[config.mk]
export PLATFORM = sky130hd
export DESIGN_NAME = permutation_iterative
export DESIGN_NICKNAME = d
export VERILOG_FILES = /design/src/rtl/permutation_iterative.sv
export SDC_FILE = /design/constraint.sdc
export NUM_CORES = 2
export LEC_CHECK = 0
export CAP_MARGIN = 20
export CELL_PAD_IN_SITES_DETAIL_PLACEMENT = 0
export CELL_PAD_IN_SITES_GLOBAL_PLACEMENT = 1
export CORE_ASPECT_RATIO = 0.5
export CORE_MARGIN = 2
export CORE_UTILIZATION = 44
export DETAILED_ROUTE_END_ITERATION = 12
export PLACE_DENSITY = 0.95
export SLEW_MARGIN = 20
export SYNTH_ARGS = -nofsm -noshare
export SYNTH_HDL_FRONTEND = slang
export SYNTH_SLANG_ARGS = --single-unit
[constraint.sdc]
create_clock -name clock_i -period 29.2 [get_ports clock_i]
set_input_delay 2.92 -clock clock_i [delete_from_list [all_inputs] [get_ports clock_i]]
set_output_delay 2.92 -clock clock_i [all_outputs]
set_load 0.02 [all_outputs]
[src/rtl/permutation_iterative.sv]
// rtl/permutation_iterative.sv - iterative ASCON permutation (p12/p6), one round per clock
// State words are indexed 0..4 as x0..x4; the round path is addcst -> substitution -> diffusion.

module couche_substitution (
    input  logic [4:0][63:0] state_i,
    output logic [4:0][63:0] state_o
);
    logic [63:0] x0, x1, x2, x3, x4;
    logic [63:0] y0, y1, y2, y3, y4;

    // Bit-sliced 5-bit S-box: input mixing, chi-like core, output mixing.
    assign x0 = state_i[0] ^ state_i[4];
    assign x1 = state_i[1];
    assign x2 = state_i[2] ^ state_i[1];
    assign x3 = state_i[3];
    assign x4 = state_i[4] ^ state_i[3];

    assign y0 = x0 ^ (~x1 & x2);
    assign y1 = x1 ^ (~x2 & x3);
    assign y2 = x2 ^ (~x3 & x4);
    assign y3 = x3 ^ (~x4 & x0);
    assign y4 = x4 ^ (~x0 & x1);

    assign state_o[0] = y0 ^ y4;
    assign state_o[1] = y1 ^ y0;
    assign state_o[2] = ~y2;
    assign state_o[3] = y3 ^ y2;
    assign state_o[4] = y4;
endmodule

module couche_diffusion (
    input  logic [4:0][63:0] state_i,
    output logic [4:0][63:0] state_o
);
    logic [63:0] x0, x1, x2, x3, x4;

    assign x0 = state_i[0];
    assign x1 = state_i[1];
    assign x2 = state_i[2];
    assign x3 = state_i[3];
    assign x4 = state_i[4];

    // Each word XORs two right-rotations of itself.
    assign state_o[0] = x0 ^ {x0[18:0], x0[63:19]} ^ {x0[27:0], x0[63:28]};
    assign state_o[1] = x1 ^ {x1[60:0], x1[63:61]} ^ {x1[38:0], x1[63:39]};
    assign state_o[2] = x2 ^ {x2[0],    x2[63:1]}  ^ {x2[5:0],  x2[63:6]};
    assign state_o[3] = x3 ^ {x3[9:0],  x3[63:10]} ^ {x3[16:0], x3[63:17]};
    assign state_o[4] = x4 ^ {x4[6:0],  x4[63:7]}  ^ {x4[40:0], x4[63:41]};
endmodule

module permutation_iterative #(
    parameter int ROUND_W = 4
) (
    input  logic                clock_i,
    input  logic                reset_i,
    input  logic                start_i,
    input  logic                p12_i,
    input  logic [4:0][63:0]    state_i,
    output logic [4:0][63:0]    state_o,
    output logic [ROUND_W-1:0]  round_o,
    output logic                busy_o,
    output logic                done_o,
    output logic                ready_o
);
    typedef enum logic [1:0] {IDLE, RUN, DONE} fsm_t;

    fsm_t                fsm_q;
    logic [4:0][63:0]    state_q;
    logic [4:0][63:0]    cst_d;
    logic [4:0][63:0]    sub_d;
    logic [4:0][63:0]    state_d;
    logic [ROUND_W-1:0]  round_q;
    logic                busy_q;
    logic                done_q;
    logic                ready_q;
    logic [7:0]          rc_d;

    assign rc_d = {4'hF - round_q[3:0], round_q[3:0]};

    always_comb begin
        cst_d       = state_q;
        cst_d[2]    = {state_q[2][63:8], state_q[2][7:0] ^ rc_d};
    end

    couche_substitution u_sub (
        .state_i (cst_d),
        .state_o (sub_d)
    );

    couche_diffusion u_dif (
        .state_i (sub_d),
        .state_o (state_d)
    );

    always_ff @(posedge clock_i or posedge reset_i) begin
        if (reset_i) begin
            fsm_q   <= IDLE;
            state_q <= '0;
            round_q <= '0;
            busy_q  <= 1'b0;
            done_q  <= 1'b0;
            ready_q <= 1'b1;
        end else begin
            case (fsm_q)
                IDLE: begin
                    if (start_i) begin
                        state_q <= state_i;
                        round_q <= p12_i ? ROUND_W'(0) : ROUND_W'(6);
                        fsm_q   <= RUN;
                        busy_q  <= 1'b1;
                        ready_q <= 1'b0;
                    end
                end
                RUN: begin
                    state_q <= state_d;
                    if (round_q == ROUND_W'(11)) begin
                        fsm_q  <= DONE;
                        busy_q <= 1'b0;
                        done_q <= 1'b1;
                    end else begin
                        round_q <= round_q + ROUND_W'(1);
                    end
                end
                DONE: begin
                    fsm_q   <= IDLE;
                    done_q  <= 1'b0;
                    ready_q <= 1'b1;
                end
                default: begin
                    fsm_q   <= IDLE;
                    busy_q  <= 1'b0;
                    done_q  <= 1'b0;
                    ready_q <= 1'b1;
                end
            endcase
        end
    end

    assign state_o = state_q;
    assign round_o = round_q;
    assign busy_o  = busy_q;
    assign done_o  = done_q;
    assign ready_o = ready_q;
endmodule
==> flow_metrics.tcl <==
set metrics [dict create \
    dp_hpwl_um 126000 \
    fp.dieW_um 381 \
    synth_cells 3149 \
    hold_path_class "flop to flop" \
    hold_start "ready_o" \
    io_buffer_count 650 \
    synth_seq_cells 329 \
    grt_antenna_before_repair 20 \
    drive_above_1_share 0.0734 \
    r2r-start "fsm_q[1]" \
    grt_pass1_vias 26900 \
    worstMarginPinSlew_ns 1.32 \
    vias 28400 \
    mostFrequentLayoutCells "650 x clkdlybuf4s50_1, 521 x nand2_1, 328 x dfrtp_1" \
    drtAntennaViolNets 0 \
    slowest_delay_ns 0.94 \
    synth_cell_type_count 34 \
    fp.dieH_um 192 \
    netlist_area_um2 31200 \
    cts_sinks 329 \
    core_um2 69600 \
    worstPathRequired_ns 29.64 \
    dieArea_um2 73200 \
    setup_viol 0 \
    clk_latency_ns 0.59 \
    slowest_stage "buf_4" \
    status "finished, final reports clean" \
    drv.max_cap_violation_count 0 \
    hold_viol 0 \
    tritoncts "yes" \
    post_cts_resized 0 \
    num_rows 68 \
    cts_max_level 2 \
    start_kind "input pin" \
    track_usage 0.406 \
    clockRootBuffer "clkbuf_16" \
    rr_worst_depth 7 \
    setup.worst_path.start "start_i" \
    fin_crit_sh 0.227 \
    num-nets-final 4177 \
    holdPathStages 2 \
    dr.first_iter.drc_count 3811 \
    slew_violations 0 \
    critPathCaptureType "flop" \
    synth_area_leaders "dfrtp_1 26%, xnor3_1 18%, xnor2_1 8.5%, xnor2_2 7.1%, nand2_1 6.3%" \
    netlist.area_leader.share 0.263 \
    synth_seq_area_share 0.264 \
    final_common_cell "clkdlybuf4s50_1" \
    rsz0062_at_grt "false" \
    drt-wirelength-per-cell_um 32.6 \
    drtPass1Iterations 7 \
    cpMostUsedCell "buf_4" \
    remaining_drc_errors 0 \
    syn_nets 3602 \
    fin_util 0.575 \
    slew_headroom 0.118 \
    initial_core_util 0.449 \
    postSynthAreaPerCell_um2 9.92 \
    cts_max_path_buffers 3 \
    path_class "input pin to flop" \
    post-cts-setup-buffer-count 0 \
    place.gp.congestion 1.22 \
    cts_buffers 37 \
    yosys_warnings 0 \
    ios 651 \
    syn_to_final_growth_pct 28.1 \
    grt_pass1_wl_um 206000 \
    fmax_mhz 151 \
    hold_buffers 0 \
    finalWirelength_um 154000 \
    timing.hold.ws_ns 0.493 \
    tns_ns 0 \
    via_per_inst 6.02 \
    worstPathArrival_ns 7.06 \
    grt_overflow 0 \
    critPathMaxFanout 109 \
    crit_path_cell_trace "clkdlybuf4s50_1 -> nor2b_4 -> buf_4 -> buf_4 -> buf_6 -> nor2_1 -> a211oi_1 -> a21oi_1" \
    period_minus_slack_ns 6.62 \
    grt_max_degree 110 \
    finClkSkew_ns 0.0306 \
    synth_top_cell_by_area "dfrtp_1" \
    clk_pin_slew_worst_paths_ns 0.07 \
]
[metrics by stage]
stage / area (um2) / std cells / setup WS, ns
floorplan: 31200 / 3149 / 17.17
detailed placement: 38600 / 4628 / 21.88
global route: 40000 / 4697 / 22.35
finish: 40000 / 4706 / 22.58
global placement: 38600 / 4628 / 22.03
CTS: 39800 / 4692 / 22.46
[synthesized netlist by cell type]
cell and count:
maj3_1 59, xnor3_1 248, o21ai_0 53, o21ai_1 55, xnor2_1 304, clkbuf_1 126, nor2b_1 3, xnor2_2 136
dfrtp_1 328, a41oi_1 1, dfstp_2 1, a31oi_1 64, xor3_1 8, and3_1 60, nand2b_1 2, nand2_1 521
buf_2 10, o22ai_1 2, a21o_1 31, inv_1 186, xor2_1 194, inv_2 11, buf_1 6, nand3_1 2
a21oi_1 208, mux2i_1 59, nand4_1 1, maj3_2 5, a211oi_1 110, o21bai_1 1, xor2_2 15, ha_1 129
nor2_1 203, a22oi_1 7
[kinds of logic after synthesis]
family | share of synthesized area
buffers and inverters | 0.0412
AND/OR/NAND/NOR | 0.101
XOR/XNOR | 0.403
multiplexers | 0.0189
adder cells (fa/ha/maj) | 0.0724
AO/OA/AOI/OAI | 0.100
flip-flops | 0.264
[path summary, 6_finish.rpt]
| check | slack [ns] | to |
|---|---|---|
| min in group asynchronous | 2.85 | state_o[165] |
| worst min register to register | 0.49 | ready_o |
| worst max-delay path | 22.58 | state_o[223] |
| max in group asynchronous | 23.96 | busy_o |
| worst min-delay path | 0.49 | ready_o |
| worst max register to register | 24.96 | state_o[223] |
[metal layers]
| metal | share of wire | global-route usage | vias to the layer above |
|---|---|---|---|
| met1 | 0.37 | 0.494 | 14200 |
| met4 | 0.054 | 0.178 | 30 |
| met5 | 0.0046 | 0.0423 | - |
| li1 | - | - | 11600 |
| met3 | 0.15 | 0.204 | 504 |
| met2 | 0.43 | 0.602 | 1945 |
[critical path: cells and delay by family]
| family | cells | cell delay [ns] |
|---|---|---|
| AOI/OAI and AO/OA | 2 | 0.34 |
| buffers and inverters | 4 | 2.90 |
| and+or+nand+nor | 2 | 0.68 |
[final cells by class]
cell class,instances,area [um2]
inverter,197,747
clock buffer,53,1120
multi-input combinational,2481,21800
clock inverter,11,90.1
sequential,329,8230
tap,945,1180
fill,6055,29600
antenna,12,30.0
timing repair buffer,678,6740
[registers in the layout, summed over array words and instances (netlist names)]
signal,flops
state_o,320
round_o,4
fsm_q,2
busy_o,1
done_o,1
ready_o,1
Power is left out: the tool's default activity adds up to more than one toggle a clock period on the data nets, which glitch-free logic cannot reach.
